<file path="src/rtl/sha256_ctx_sched_pkg.sv">
`default_nettype none
// ============================================================================
// Module      : sha256_ctx_sched_pkg
// Description : Shared defaults and width/slot helpers for the round-slot
//               scheduler of the interleaved SHA-256 core.
// Revision    : 1.0
// ============================================================================
package sha256_ctx_sched_pkg;

    localparam int c_N_CTX_DEF      = 2;
    localparam int c_N_SEQ_DEF      = 2;
    localparam int c_BLK_CYCLES_DEF = 72;
    localparam int c_CTX_OFFSET_DEF = 23;

    // Select fields never collapse to zero bits, even for a single context.
    function automatic int field_w(input int n);
        return (n > 1) ? $clog2(n) : 1;
    endfunction

    function automatic int slot_idx(input int c, input int s, input int n_seq);
        return c * n_seq + s;
    endfunction

endpackage : sha256_ctx_sched_pkg
`default_nettype wire

</file>
<file path="src/rtl/sha256_ctx_sched_if.sv">
`default_nettype none
// ============================================================================
// Module      : sha256_ctx_sched_if
// Description : Readiness/completion inputs and slot outputs of the scheduler.
// Revision    : 1.0
// ============================================================================
interface sha256_ctx_sched_if
    import sha256_ctx_sched_pkg::*;
#(
    parameter int  N_CTX      = c_N_CTX_DEF,
    parameter int  N_SEQ      = c_N_SEQ_DEF,
    parameter int  BLK_CYCLES = c_BLK_CYCLES_DEF,
    localparam int N_SLOT     = N_CTX * N_SEQ,
    localparam int P          = N_SLOT * BLK_CYCLES,
    localparam int CNT_W      = $clog2(P),
    localparam int CTX_W      = field_w(N_CTX),
    localparam int SEQ_W      = field_w(N_SEQ)
);
    logic              en;
    logic [N_SLOT-1:0] slot_ready;
    logic              blk_done;
    logic [CTX_W-1:0]  done_ctx;
    logic [SEQ_W-1:0]  done_seq;
    logic              start;
    logic [CTX_W-1:0]  start_ctx;
    logic [SEQ_W-1:0]  start_seq;
    logic [CTX_W-1:0]  ctx_num;
    logic [SEQ_W-1:0]  seq_num;
    logic [N_SLOT-1:0] busy;
    logic              skip;
    logic [CNT_W-1:0]  round_cnt;

    modport master (
        output en, slot_ready, blk_done, done_ctx, done_seq,
        input  start, start_ctx, start_seq, ctx_num, seq_num, busy, skip, round_cnt
    );

    modport slave (
        input  en, slot_ready, blk_done, done_ctx, done_seq,
        output start, start_ctx, start_seq, ctx_num, seq_num, busy, skip, round_cnt
    );
endinterface : sha256_ctx_sched_if
`default_nettype wire

</file>
<file path="src/rtl/sha256_slot_tbl.sv">
`default_nettype none
// ============================================================================
// Module      : sha256_slot_tbl
// Description : Combinational start-time match and active-sequence lookup.
// Revision    : 1.0
// ============================================================================
module sha256_slot_tbl
    import sha256_ctx_sched_pkg::*;
#(
    parameter int  N_CTX      = c_N_CTX_DEF,
    parameter int  N_SEQ      = c_N_SEQ_DEF,
    parameter int  BLK_CYCLES = c_BLK_CYCLES_DEF,
    parameter int  CTX_OFFSET = c_CTX_OFFSET_DEF,
    localparam int N_SLOT     = N_CTX * N_SEQ,
    localparam int P          = N_SLOT * BLK_CYCLES,
    localparam int CNT_W      = $clog2(P),
    localparam int CTX_W      = field_w(N_CTX),
    localparam int SEQ_W      = field_w(N_SEQ)
) (
    input  wire logic [CNT_W-1:0] cnt,
    output logic                  hit,
    output logic [CTX_W-1:0]      hit_ctx,
    output logic [SEQ_W-1:0]      hit_seq,
    output logic [SEQ_W-1:0]      seq_of
);
    localparam int c_WIN = N_CTX * BLK_CYCLES;

    logic [N_SLOT-1:0] w_match;
    logic [N_SLOT-1:0] w_inwin;

    for (genvar c = 0; c < N_CTX; c++) begin : g_ctx
        for (genvar s = 0; s < N_SEQ; s++) begin : g_seq
            localparam int c_T = (c * CTX_OFFSET + s * c_WIN) % P;
            assign w_match[c*N_SEQ+s] = (int'(cnt) == c_T);
            // Window of a sequence may straddle the counter wrap.
            assign w_inwin[c*N_SEQ+s] = (((int'(cnt) - c_T + P) % P) < c_WIN);
        end
    end

    always_comb begin
        int v_ctx;
        hit     = 1'b0;
        hit_ctx = '0;
        hit_seq = '0;
        seq_of  = '0;
        v_ctx   = int'(cnt) % N_CTX;
        for (int c = 0; c < N_CTX; c++) begin
            for (int s = 0; s < N_SEQ; s++) begin
                if (w_match[slot_idx(c, s, N_SEQ)]) begin
                    hit     = 1'b1;
                    hit_ctx = CTX_W'(c);
                    hit_seq = SEQ_W'(s);
                end
                if ((c == v_ctx) && w_inwin[slot_idx(c, s, N_SEQ)]) begin
                    seq_of = SEQ_W'(s);
                end
            end
        end
    end

endmodule : sha256_slot_tbl
`default_nettype wire

</file>
<file path="src/rtl/sha256_ctx_sched.sv">
`default_nettype none
// ============================================================================
// Module      : sha256_ctx_sched
// Description : Round counter and readiness-gated start scheduler for the
//               interleaved SHA-256 core, with in-flight slot tracking.
// Revision    : 1.0
// ============================================================================
module sha256_ctx_sched
    import sha256_ctx_sched_pkg::*;
#(
    parameter int  N_CTX      = c_N_CTX_DEF,
    parameter int  N_SEQ      = c_N_SEQ_DEF,
    parameter int  BLK_CYCLES = c_BLK_CYCLES_DEF,
    parameter int  CTX_OFFSET = c_CTX_OFFSET_DEF,
    localparam int N_SLOT     = N_CTX * N_SEQ,
    localparam int P          = N_SLOT * BLK_CYCLES,
    localparam int CNT_W      = $clog2(P),
    localparam int CTX_W      = field_w(N_CTX),
    localparam int SEQ_W      = field_w(N_SEQ)
) (
    input  wire logic         CLK,
    input  wire logic         reset,
    sha256_ctx_sched_if.slave bus
);
    if ((CTX_OFFSET % N_CTX) != 1) begin : g_chk_offset_mod
        $error("CTX_OFFSET mod N_CTX must be 1");
    end
    if ((N_CTX - 1) * CTX_OFFSET >= N_CTX * BLK_CYCLES) begin : g_chk_offset_span
        $error("(N_CTX-1)*CTX_OFFSET must be below N_CTX*BLK_CYCLES");
    end

    logic [CNT_W-1:0]  r_cnt;
    logic              r_start;
    logic [CTX_W-1:0]  r_start_ctx;
    logic [SEQ_W-1:0]  r_start_seq;
    logic [CTX_W-1:0]  r_ctx_num;
    logic [SEQ_W-1:0]  r_seq_num;
    logic [N_SLOT-1:0] r_busy;
    logic              r_skip;

    logic              w_hit;
    logic [CTX_W-1:0]  w_hit_ctx;
    logic [SEQ_W-1:0]  w_hit_seq;
    logic [SEQ_W-1:0]  w_seq_of;
    logic [CTX_W-1:0]  w_cnt_ctx;
    logic              w_done_ok;
    logic              w_go;
    logic [N_SLOT-1:0] w_clr;
    logic [N_SLOT-1:0] w_set;
    logic [N_SLOT-1:0] w_busy_nxt;

    sha256_slot_tbl #(
        .N_CTX      (N_CTX),
        .N_SEQ      (N_SEQ),
        .BLK_CYCLES (BLK_CYCLES),
        .CTX_OFFSET (CTX_OFFSET)
    ) u_slot_tbl (
        .cnt     (r_cnt),
        .hit     (w_hit),
        .hit_ctx (w_hit_ctx),
        .hit_seq (w_hit_seq),
        .seq_of  (w_seq_of)
    );

    assign w_cnt_ctx = CTX_W'(int'(r_cnt) % N_CTX);

    // A completion landing on the slot being restarted frees it in time,
    // and the set term wins over the clear in the next-state merge.
    always_comb begin
        w_clr     = '0;
        w_set     = '0;
        w_done_ok = bus.blk_done && (int'(bus.done_ctx) < N_CTX) && (int'(bus.done_seq) < N_SEQ);
        for (int i = 0; i < N_SLOT; i++) begin
            if (w_done_ok && (slot_idx(int'(bus.done_ctx), int'(bus.done_seq), N_SEQ) == i)) begin
                w_clr[i] = 1'b1;
            end
            if (bus.en && w_hit && (slot_idx(int'(w_hit_ctx), int'(w_hit_seq), N_SEQ) == i)
                && bus.slot_ready[i] && (!r_busy[i] || w_clr[i])) begin
                w_set[i] = 1'b1;
            end
        end
        w_go       = |w_set;
        w_busy_nxt = (r_busy & ~w_clr) | w_set;
    end

    always_ff @(posedge CLK) begin
        if (reset) begin
            r_cnt       <= '0;
            r_start     <= 1'b0;
            r_start_ctx <= '0;
            r_start_seq <= '0;
            r_ctx_num   <= '0;
            r_seq_num   <= '0;
            r_busy      <= '0;
            r_skip      <= 1'b0;
        end else begin
            r_busy  <= w_busy_nxt;
            r_start <= w_go;
            r_skip  <= bus.en && w_hit && !w_go;
            if (w_go) begin
                r_start_ctx <= w_hit_ctx;
                r_start_seq <= w_hit_seq;
            end
            if (bus.en) begin
                r_cnt     <= (r_cnt == CNT_W'(P - 1)) ? '0 : r_cnt + 1'b1;
                r_ctx_num <= w_cnt_ctx;
                r_seq_num <= w_seq_of;
            end
        end
    end

    assign bus.start     = r_start;
    assign bus.start_ctx = r_start_ctx;
    assign bus.start_seq = r_start_seq;
    assign bus.ctx_num   = r_ctx_num;
    assign bus.seq_num   = r_seq_num;
    assign bus.busy      = r_busy;
    assign bus.skip      = r_skip;
    assign bus.round_cnt = r_cnt;

endmodule : sha256_ctx_sched
`default_nettype wire

</file>
<file path="src/flat_wrapper.sv">
// flat-port wrapper written by rule: the top's interface ports become plain ports
module sha256_ctx_sched_flat import sha256_ctx_sched_pkg::*;
#(
    parameter int  N_CTX      = c_N_CTX_DEF,
    parameter int  N_SEQ      = c_N_SEQ_DEF,
    parameter int  BLK_CYCLES = c_BLK_CYCLES_DEF,
    parameter int  CTX_OFFSET = c_CTX_OFFSET_DEF,
    localparam int N_SLOT     = N_CTX * N_SEQ,
    localparam int P          = N_SLOT * BLK_CYCLES,
    localparam int CNT_W      = $clog2(P),
    localparam int CTX_W      = field_w(N_CTX),
    localparam int SEQ_W      = field_w(N_SEQ)
)
  (CLK, reset, bus_en, bus_slot_ready, bus_blk_done, bus_done_ctx, bus_done_seq, bus_start, bus_start_ctx, bus_start_seq, bus_ctx_num, bus_seq_num, bus_busy, bus_skip, bus_round_cnt);
  sha256_ctx_sched_if #(.N_CTX(N_CTX), .N_SEQ(N_SEQ), .BLK_CYCLES(BLK_CYCLES)) bus_i ();
  input  wire logic CLK;
  input  wire logic reset;
  input wire logic [$bits(bus_i.en)-1:0] bus_en;
  input wire logic [$bits(bus_i.slot_ready)-1:0] bus_slot_ready;
  input wire logic [$bits(bus_i.blk_done)-1:0] bus_blk_done;
  input wire logic [$bits(bus_i.done_ctx)-1:0] bus_done_ctx;
  input wire logic [$bits(bus_i.done_seq)-1:0] bus_done_seq;
  output wire logic [$bits(bus_i.start)-1:0] bus_start;
  output wire logic [$bits(bus_i.start_ctx)-1:0] bus_start_ctx;
  output wire logic [$bits(bus_i.start_seq)-1:0] bus_start_seq;
  output wire logic [$bits(bus_i.ctx_num)-1:0] bus_ctx_num;
  output wire logic [$bits(bus_i.seq_num)-1:0] bus_seq_num;
  output wire logic [$bits(bus_i.busy)-1:0] bus_busy;
  output wire logic [$bits(bus_i.skip)-1:0] bus_skip;
  output wire logic [$bits(bus_i.round_cnt)-1:0] bus_round_cnt;
  assign bus_i.en = bus_en;
  assign bus_i.slot_ready = bus_slot_ready;
  assign bus_i.blk_done = bus_blk_done;
  assign bus_i.done_ctx = bus_done_ctx;
  assign bus_i.done_seq = bus_done_seq;
  assign bus_start = bus_i.start;
  assign bus_start_ctx = bus_i.start_ctx;
  assign bus_start_seq = bus_i.start_seq;
  assign bus_ctx_num = bus_i.ctx_num;
  assign bus_seq_num = bus_i.seq_num;
  assign bus_busy = bus_i.busy;
  assign bus_skip = bus_i.skip;
  assign bus_round_cnt = bus_i.round_cnt;
  sha256_ctx_sched #(.N_CTX(N_CTX), .N_SEQ(N_SEQ), .BLK_CYCLES(BLK_CYCLES), .CTX_OFFSET(CTX_OFFSET)) u_core (.CLK(CLK), .reset(reset), .bus(bus_i));
endmodule
</file>
<file path="config.mk">
export PLATFORM = sky130hd
export DESIGN_NAME = sha256_ctx_sched_flat
export DESIGN_NICKNAME = d
export VERILOG_FILES = /design/src/rtl/sha256_ctx_sched_pkg.sv /design/src/rtl/sha256_ctx_sched_if.sv /design/src/rtl/sha256_slot_tbl.sv /design/src/rtl/sha256_ctx_sched.sv /design/src/flat_wrapper.sv
export SDC_FILE = /design/constraint.sdc
export NUM_CORES = 1
export LEC_CHECK = 0
export CAP_MARGIN = 20
export CORE_MARGIN = 2
export CORE_UTILIZATION = 45
export DETAILED_ROUTE_END_ITERATION = 7
export PLACE_DENSITY = 0.62
export SYNTH_ARGS = -nofsm -noshare
export SYNTH_HDL_FRONTEND = slang
export SYNTH_SLANG_ARGS = --single-unit
</file>
<file path="constraint.sdc">
create_clock -name CLK -period 7.7 [get_ports CLK]
set_input_delay 1.54 -clock CLK [delete_from_list [all_inputs] [get_ports CLK]]
set_output_delay 1.54 -clock CLK [all_outputs]
set_load 0.1 [all_outputs]
</file>
==> results of run 1 <==
[where the power goes]
part	switching, mW	internal, mW	total [mW]
Combinational	0.0344	0.0165	0.0508
Clock	0.0395	0.0366	0.0761
Sequential	0.00425	0.101	0.105
Total	0.0781	0.154	0.232
[cell families (layout without fill, tap and decap cells)]
kind of cell	Yosys count	count (layout)	synth area share
simple gates	153	153	0.308
buf+inv	37	46	0.0743
xor+xnor	28	28	0.0981
compound gates	106	106	0.288
fa+ha+maj	14	14	0.0675
mux	4	4	0.0160
flops	19	19	0.148
[how the worst max path moves through the flow]
stage                                       start  cells past startpoint  slack (ns)            endpoint
after floorplan           u_core.bus.round_cnt[4]                     16        3.23  u_core.bus.seq_num
final                     u_core.bus.round_cnt[4]                     14        3.00  u_core.bus.seq_num
after global routing      u_core.bus.round_cnt[4]                     15        2.52  u_core.bus.seq_num
after global placement    u_core.bus.round_cnt[4]                     14        3.24  u_core.bus.seq_num
after detailed placement  u_core.bus.round_cnt[4]                     15        3.13  u_core.bus.seq_num
after CTS                 u_core.bus.round_cnt[4]                     14        3.08  u_core.bus.seq_num
[cell usage after synthesis, types with 3 or more instances]
cell / instances / area [um^2]
mux2i_1: 3 / 30.0
nor3b_1: 3 / 22.5
buf_4: 5 / 37.5
clkbuf_1: 6 / 22.5
o211ai_1: 5 / 37.5
o31ai_1: 4 / 30.0
o21bai_1: 3 / 22.5
nand2_1: 30 / 113
xor2_1: 8 / 70.1
nand3b_1: 3 / 22.5
nor4_1: 5 / 31.3
nor2b_1: 4 / 25.0
and4_1: 3 / 26.3
a21o_1: 4 / 30.0
buf_2: 8 / 40.0
dfxtp_1: 19 / 380
nor2_1: 35 / 131
o21ai_1: 4 / 20.0
inv_1: 13 / 48.8
ha_1: 13 / 163
o21ai_0: 18 / 90.1
or2_1: 4 / 25.0
xnor2_1: 19 / 166
buf_6: 3 / 33.8
and3_1: 5 / 31.3
a21oi_1: 27 / 135
a31oi_1: 3 / 18.8
and2_1: 9 / 56.3
nand4_1: 4 / 25.0
nand2b_1: 7 / 43.8
nor3_1: 12 / 60.1
a211oi_1: 4 / 30.0
nand3_1: 18 / 90.1
[metrics by stage]
step / setup WS [ns] / utilization / std cells / instance area, um^2
after floorplan: 3.23 / - / 361 / 2580
after global placement: 3.24 / 0.510 / 438 / 2810
after detailed placement: 3.13 / 0.510 / 438 / 2810
after CTS: 3.08 / 0.519 / 442 / 2860
after global routing: 2.52 / 0.519 / 442 / 2860
final: 3.00 / 0.519 / 442 / 2860
[layer usage]
| metal | part of all wire | routed length (um) | GRT usage | vias to the layer above |
|---|---|---|---|---|
| met5 | 0 | 0 | 0 | - |
| met4 | 0.027 | 193 | 0.0655 | 0 |
| met3 | 0.045 | 319 | 0.0305 | 19 |
| met2 | 0.44 | 3170 | 0.360 | 90 |
| met1 | 0.48 | 3450 | 0.327 | 1264 |
| li1 | - | - | - | 1339 |
[worst max-delay path, cell delays in order (launching register included)]
cell,delay (ns)
dfxtp_1,0.71
clkinv_1,0.46
ha_1,0.57
inv_1,0.18
ha_1,0.28
xor2_1,0.17
xnor2_1,0.37
o211ai_1,0.15
o21ai_1,0.34
and2_1,0.29
nor3b_1,0.22
a311oi_1,0.10
o311a_1,0.36
o21ai_0,0.24
and4_1,0.22
[layout make-up]
cell class              instances  share of cell area
multi-input cells             305               0.702
clock inverters                 1             0.00263
inverters                      14              0.0184
clock buffers                   3              0.0144
repair buffers                 28              0.0981
well taps                      72              0.0315
flip-flops and latches         19               0.133
[flip-flops by register name, summed over array words and instances, names as in the netlist]
name                  count
u_core.bus.start_ctx      1
u_core.bus.seq_num        1
u_core.bus.round_cnt      9
u_core.bus.busy           4
u_core.bus.start_seq      1
u_core.bus.skip           1
u_core.bus.ctx_num        1
u_core.bus.start          1
==> metrics, run 1 <==
Ports=29; Tcrit/Tclk final=0.610; drt drc=0; Hold Path Class=flop to flop; DRT antenna net count=0; most common cell after layout, fill and taps aside=nor2_1; Min Hold Slack=0.462 ns; CP Capture Type=flop; Max Fclk=0.213 GHz; CTS tree=yes; Hold Path Sink=u_core.bus.ctx_num; Clock Tree Buf Depth=2; MaxCap Viol Count=0; Max H-tree Level=1; fillers=about 540; GRT Residual Overflow=0; post-synthesis sequential area ratio=0.148; GRT Util Overall=0.230; area of the multi-input gates=2010 um^2; Leak Pwr=0.933 nW; Die ar.=6350 um^2; largest net degree at the start of global routing=20; Clock Skews=0.00309 ns; initial antenna violation count=0; Synth cell types=76; RSZ-0062 raised after global routing=false; Syn Area/Cell=7.14 um^2; Vias=2,712; vias in the first global route=roughly 2,400; clk slew on worst S/H paths=0.08 ns; Power Dens Cells=about 81 nW/um^2; min Tclk post-route=roughly 4.7 ns; critical path type=flop to flop; Max FO, Critical Path=17; flops & latches, synth=19; IO buf count=28; clock latency on the worst-skew pair=0.27 ns; Worst Hold Depth=2; Worst Path Required=7.91 ns; Most used DFF post-synth=dfxtp_1; hold_sp=u_core.bus.ctx_num; Final setup viols=0; Die Span Y=79.7 um; Core ar.=about 5500 um^2; Setup Fix Bufs, Post-CTS=0; worst reg2reg path endpoint=u_core.bus.seq_num; CTS Buf Count=3; row count=27; relative slew slack=0.352; Cells after Synth=about 360; CTS Hold Bufs=0; most frequent cells in the layout=35 x nor2_1, 30 x nand2_1, 28 x clkdlybuf4s50_1; Routability Congestion=approximately 0.9; startpoint class of the critical path=flop; Die Wd=between 70 and 80 um; Max VDD drop=about 0.08 mV; Syn. warnings=0; slew of the pin with the lowest slew margin=0.968 ns; post-detail-place hpwl=5410 um; final WL=7130 um; FF-to-FF path depth=14; CTS Sinks=19; number of iterations in the first detailed-routing pass=5; first-pass GRT wire length=11,700 um; status=complete, no violations; flop2flop setup slack=between 3 and 4 ns; ANT cells=0; root buf cell=clkbuf_8; Final Max Slew Viols=0; Post-CTS Resized=0; NumNets Final=394; Layout area overhead=10.9%; Critical Path AT=4.91 ns; FF/Latch Area=roughly 380 um^2; Worst R2R Start=u_core.bus.round_cnt[4]; synthesized area=2580 um^2; DRT iter0 DRCs=205; share of cells above drive strength 1=0.0486; Tot Pwr=232 uW; number of flops mapped to enable cells by yosys=0; ys async rst share=0; Setup TNS=0 ns; Syn Nets=384; Starting Density=0.468; Final Hold Viols=0; Routed WL per cell=about 16 um; Via-to-Cell Ratio=just over 6
No activity file was read; power rests on OpenSTA's default activity.
==> run 2, diff against run 1 <==
--- a/config.mk
+++ b/config.mk
@@ -9,7 +9,7 @@
 export CORE_MARGIN = 2
 export CORE_UTILIZATION = 45
 export DETAILED_ROUTE_END_ITERATION = 7
-export PLACE_DENSITY = 0.62
+export PLACE_DENSITY = 0.65
 export SYNTH_ARGS = -nofsm -noshare
 export SYNTH_HDL_FRONTEND = slang
 export SYNTH_SLANG_ARGS = --single-unit
==> constraint.sdc (replaced) <==
create_clock -name CLK -period 4.17 [get_ports CLK]
set_input_delay 0.834 -clock CLK [delete_from_list [all_inputs] [get_ports CLK]]
set_output_delay 0.834 -clock CLK [all_outputs]
set_load 0.1 [all_outputs]
==> run 2 against run 1 <==
Effect of this change:
- clock skew increased by 0.0016 ns
- clock-buffer cell count increased by 1
- critical endpoint unchanged
- sequential share of layout area decreased by 0.40 points
- global-route usage increased by 0.29 points
- routed wire length decreased by 0.35%
- largest cell class unchanged
- critical path depth unchanged
==> metrics, run 2 (synthesized netlist as in run 1, its figures left out) <==
clk slew on worst S/H paths=0.08 ns (about the same); Power Dens Cells=143 nW/um^2 (+77%); Max H-tree Level=1 (unchanged); Routability Congestion=0.921 (+0.84%); number of iterations in the first detailed-routing pass=5 (unchanged); slew of the pin with the lowest slew margin=0.976 ns (+0.00727 ns); Starting Density=0.468 (unchanged); Vias=2,664 (-1.8%); min Tclk post-route=3.80 ns (-0.896 ns); Setup TNS=0 ns (unchanged); FF-to-FF path depth=14 (unchanged); GRT Util Overall=0.233 (+0.00295); startpoint class of the critical path=flop; Leak Pwr=1.01 nW (+8.0%); clock latency on the worst-skew pair=0.26 ns (about the same); Hold Path Class=flop to flop; largest net degree at the start of global routing=19 (-5.0%); Setup Fix Bufs, Post-CTS=0 (unchanged); first-pass GRT wire length=12,100 um (+3.3%); Tcrit/Tclk final=0.911 (+0.301); share of cells above drive strength 1=0.0885 (+0.0399); ANT cells=0 (unchanged); Clock Skews=0.00470 ns (+0.00161 ns); Ports=29 (unchanged); Core ar.=5510 um^2 (unchanged); Max Fclk=0.263 GHz (+24%); most frequent cells in the layout=35 x nor2_1, 30 x nand2_1, 28 x clkdlybuf4s50_1; Worst R2R Start=u_core.bus.round_cnt[5]; placed cells=452 (+3.2%); Worst Hold Depth=2 (unchanged); Die Span Y=79.7 um (unchanged); relative slew slack=0.348 (-0.00487); max FFs per register=9 (unchanged); slowest stage delay, CP=0.49 ns (-0.22 ns); Final Max Slew Viols=0 (unchanged); Die Wd=79.7 um (unchanged); CTS Sinks=19 (unchanged); hold_sp=u_core.bus.ctx_num; DRT antenna net count=0 (unchanged); CTS Buf Count=3 (unchanged); Max VDD drop=0.148 mV (+83%); most common cell after layout, fill and taps aside=nor2_1; Die ar.=6350 um^2 (unchanged); initial antenna violation count=0 (unchanged); row count=27 (unchanged); Clock Tree Buf Depth=2 (unchanged); Final Hold Viols=0 (unchanged); critical path type=flop to flop; Layout area overhead=15.0%; Worst Path Required=4.33 ns (-3.58 ns); root buf cell=clkbuf_8; status=complete, no violations; slowest CP cell=dfxtp_2; final WL=7100 um (-0.35%); Layout Cells excl Fill=456 (+3.2%); CTS tree=yes; Max FO, Critical Path=15 (-2); CP cell instances=inv_1 > ha_1 > inv_1 > ha_1 > or2_1 > o211ai_1 > o21ai_2 > a21boi_1 > or2_1 > xnor2_1 > nor4b_1 > o21a_1 > o21ai_0 > and4_1; post-detail-place hpwl=5430 um (+0.45%); Routed WL per cell=15.6 um (-3.4%); RSZ-0062 raised after global routing=false; CP Capture Type=flop; Critical Path Start=u_core.bus.round_cnt[5]; DRT iter0 DRCs=330 (+61%); MaxCap Viol Count=0 (unchanged); Critical Path AT=3.96 ns (-0.95 ns); IO buf count=28 (unchanged); GRT Residual Overflow=0 (unchanged); drt drc=0 (unchanged); Final setup viols=0 (unchanged); Via-to-Cell Ratio=5.84 (-4.8%); NumNets Final=408 (+3.6%); vias in the first global route=2,574 (+9.4%)
[run 2: cell type report]
cell class,count,area [um^2]
fill,544,2540
inverter,14,52.6
multi-input combinational,305,2010
timing repair buffer,42,385
tap,72,90.1
sequential,19,383
clock buffer,4,45.0
[run 2: critical path, delay by kind of cell, from the launching register on]
kind / cells / cell delay (ns)
AO/OA/AOI/OAI: 5 / 0.74
XOR/XNOR: 1 / 0.16
adder cells (fa/ha/maj): 2 / 0.85
buffers and inverters: 2 / 0.34
flip-flops: 1 / 0.49
AND/OR/NAND/NOR: 4 / 1.12
[run 2: final timing paths]
check,end,slack [ns]
worst min register to register,u_core.bus.ctx_num,0.46
worst max-delay path,u_core.bus.seq_num,0.37
worst min-delay path,u_core.bus.ctx_num,0.46
worst max register to register,u_core.bus.seq_num,0.37
[run 2: repair_timing]
item | CTS | global route
hold buffers | 0 | 0
endpoints found under the hold margin | 0 | 0
setup endpoints to repair | 0 | 1
gates resized for setup | 0 | 1
[run 2: per-stage QoR]
step	total power [mW]	instance area [um^2]	hold slack, ns	worst slack, ns	util
floorplan	0.263	2580	0.695	0.0889	-
global placement	0.291	2920	0.445	0.579	0.530
detailed placement	0.292	2920	0.449	0.331	0.530
CTS	0.431	2960	0.461	0.309	0.538
global route	0.445	2970	0.497	0.00352	0.539
finish	0.425	2970	0.459	0.369	0.539
[run 2: where the power goes]
part / switching [mW] / internal, mW / leakage, nW / total [mW]
clock: 0.0693 / 0.0682 / 0.0228 / 0.137
sequential: 0.00222 / 0.186 / 0.155 / 0.188
combinational: 0.0676 / 0.0324 / 0.830 / 0.100
total: 0.139 / 0.286 / 1.01 / 0.425
[run 2: per-layer routing]
layer	routed length [um]	vias to the layer above	GRT usage	share of wire
li1	-	1361	-	-
met1	3330	1225	0.327	0.47
met2	3340	70	0.382	0.47
met3	352	8	0.0260	0.050
met4	74	0	0.0483	0.010
met5	0	-	0	0
==> run 3, diff against run 2 <==
--- a/config.mk
+++ b/config.mk
@@ -10,6 +10,7 @@
 export CORE_UTILIZATION = 45
 export DETAILED_ROUTE_END_ITERATION = 7
 export PLACE_DENSITY = 0.65
+export REMOVE_ABC_BUFFERS = 1
 export SYNTH_ARGS = -nofsm -noshare
 export SYNTH_HDL_FRONTEND = slang
 export SYNTH_SLANG_ARGS = --single-unit
==> run 3 against run 2 <==
Effect of this change:
- clock power rose by 5%
- critical path depth did not move
- global-route usage fell by 0.14 points
- sequential share of layout area barely moved
- register-to-register slack barely moved
- flip-flop and latch count did not move
- clock-buffer cell count fell by 1
- die area did not move
- first-iteration DRC count fell by 45%
- power rose by 1.5%
- combinational power barely moved
- critical endpoint unchanged
- largest power group unchanged
==> metrics, run 3 (synthesized netlist as in run 1, its figures left out) <==
status=complete, no violations; Layout Cells excl Fill=453 (-0.66%); FF-to-FF path depth=14 (unchanged); post-detail-place hpwl=5370 um (-1.1%); Min Hold Slack=0.485 ns (+0.0260 ns); slew of the pin with the lowest slew margin=0.980 ns (+0.00480 ns); Final Hold Viols=0 (unchanged); Critical Path Start=u_core.bus.round_cnt[2]; MaxCap Viol Count=0 (unchanged); Die Wd=79.7 um (unchanged); Die ar.=6350 um^2 (unchanged); Vias=2,676 (+0.45%); placed cells=449 (-0.66%); relative slew slack=0.344 (-0.00321); ANT cells=0 (unchanged); Routability Congestion=0.841 (-8.7%); NumNets Final=405 (-0.74%); DRT antenna net count=0 (unchanged); initial antenna violation count=0 (unchanged); IO buf count=28 (unchanged); drt drc=0 (unchanged); Critical Path AT=3.97 ns (about the same); CTS Buf Count=3 (unchanged); clock latency on the worst-skew pair=0.27 ns (about the same); Hold Path Class=flop to flop; CTS Sinks=19 (unchanged); Final Max Slew Viols=0 (unchanged); number of iterations in the first detailed-routing pass=4 (-1); fin util=0.534 (-0.00500); Leak Pwr=0.992 nW (-1.5%); Routed WL per cell=15.6 um (+0.21%); CTS Hold Bufs=0 (unchanged); CTS tree=yes; flop2flop setup slack=0.37 ns (about the same); clk slew on worst S/H paths=0.09 ns (about the same); critical path type=flop to flop; Starting Density=0.468 (unchanged); startpoint class of the critical path=flop; root buf cell=clkbuf_8; Ports=29 (unchanged); first-pass GRT wire length=11,800 um (-2.2%); share of cells above drive strength 1=0.0761 (-0.0124); Max H-tree Level=1 (unchanged); worst reg2reg path endpoint=u_core.bus.seq_num; DRT iter0 DRCs=182 (-45%); Layout area overhead=14.0%; GRT Residual Overflow=0 (unchanged); fillers=553 (+1.7%); most frequent cells in the layout=35 x nor2_1, 30 x nand2_1, 28 x clkdlybuf4s50_1; Die Span Y=79.7 um (unchanged); Worst Hold Depth=2 (unchanged); Worst Path Required=4.34 ns (about the same); Hold Path Sink=u_core.bus.ctx_num; min Tclk post-route=3.80 ns (-0.00438 ns); Power Dens Cells=147 nW/um^2 (+2.4%); Setup Fix Bufs, Post-CTS=0 (unchanged); Max FO, Critical Path=18 (+3); row count=27 (unchanged); largest net degree at the start of global routing=19 (unchanged); vias in the first global route=2,445 (-5.0%); Post-CTS Resized=0 (unchanged); CP Capture Type=flop; final WL=7070 um (-0.45%); Max VDD drop=0.107 mV (-28%); Tcrit/Tclk final=0.910 (-0.00105); Max Fclk=0.263 GHz (+0.12%); most common cell after layout, fill and taps aside=nor2_1; Core ar.=5510 um^2 (unchanged); Clock Skews=0.00374 ns (-0.000962 ns); Clock Tree Buf Depth=2 (unchanged); Via-to-Cell Ratio=5.91 (+1.1%); Worst R2R Start=u_core.bus.round_cnt[2]; GRT Util Overall=0.231 (-0.00140); max FFs per register=9 (unchanged); hold_sp=u_core.bus.ctx_num; RSZ-0062 raised after global routing=false; Final setup viols=0 (unchanged)
==> run 3: cell types whose count changed in the layout (fill, tap and decap cells not counted), sizes merged <==
cell	before	now
clkbuf	4	3
buf	14	11
clkinv	1	2
==> run 3: where the power goes <==
part | total (mW) | internal, mW | switching [mW] | leakage [nW]
logic | 0.0996 | 0.0322 | 0.0674 | 0.812
registers | 0.188 | 0.186 | 0.00263 | 0.154
clock network | 0.144 | 0.0669 | 0.0768 | 0.0255
==> run 3: cell type report <==
cell class	instances	area [um^2]	area share
inverters	14	52.6	0.0179
clock inverters	1	5.00	0.00170
multi-input cells	305	2010	0.683
repair buffers	39	363	0.124
well taps	72	90.1	0.0307
clock buffers	3	41.3	0.0141
flip-flops and latches	19	380	0.129
==> run 3: per-stage QoR <==
| stage | worst slack, ns | power, mW | setup TNS, ns | cell area (um^2) |
|---|---|---|---|---|
| floorplan | -0.581 | 0.258 | -0.581 | 2440 |
| CTS | 0.436 | 0.432 | 0 | 2940 |
| detailed placement | 0.460 | 0.292 | 0 | 2890 |
| finish | 0.374 | 0.432 | 0 | 2940 |
| global placement | 0.528 | 0.291 | 0 | 2890 |
| global route | 0.0534 | 0.448 | 0 | 2940 |
==> run 3: per-layer routing <==
layer | vias to the layer above | routed length, um | global-route usage
met1 | 1250 | 3450 | 0.327
met4 | 0 | 76 | 0.0534
met5 | - | 0 | 0
met2 | 55 | 3280 | 0.381
li1 | 1364 | - | -
met3 | 7 | 267 | 0.0181
==> run 3: how the worst max path moves through the flow <==
stage                               endpoint  slack [ns]  depth (start not counted)
after floorplan           u_core.bus.seq_num       -0.58                         15
after global placement    u_core.bus.seq_num        0.53                         14
after detailed placement  u_core.bus.seq_num        0.46                         15
after CTS                 u_core.bus.seq_num        0.44                         14
after global routing      u_core.bus.seq_num        0.05                         15
final                     u_core.bus.seq_num        0.37                         14
==> run 3: critical path, cell delays in order, from the launching register on <==
cell and delay, ns:
dfxtp_1 0.74, a21o_1 0.32, a21o_1 0.24, xnor2_1 0.17
ha_1 0.26, o21ai_0 0.15, and3_2 0.25, o32ai_2 0.52
inv_1 0.13, and2_1 0.17, o21ai_0 0.15, o211ai_1 0.14
mux2i_1 0.18, nand3_1 0.10, and4_1 0.17
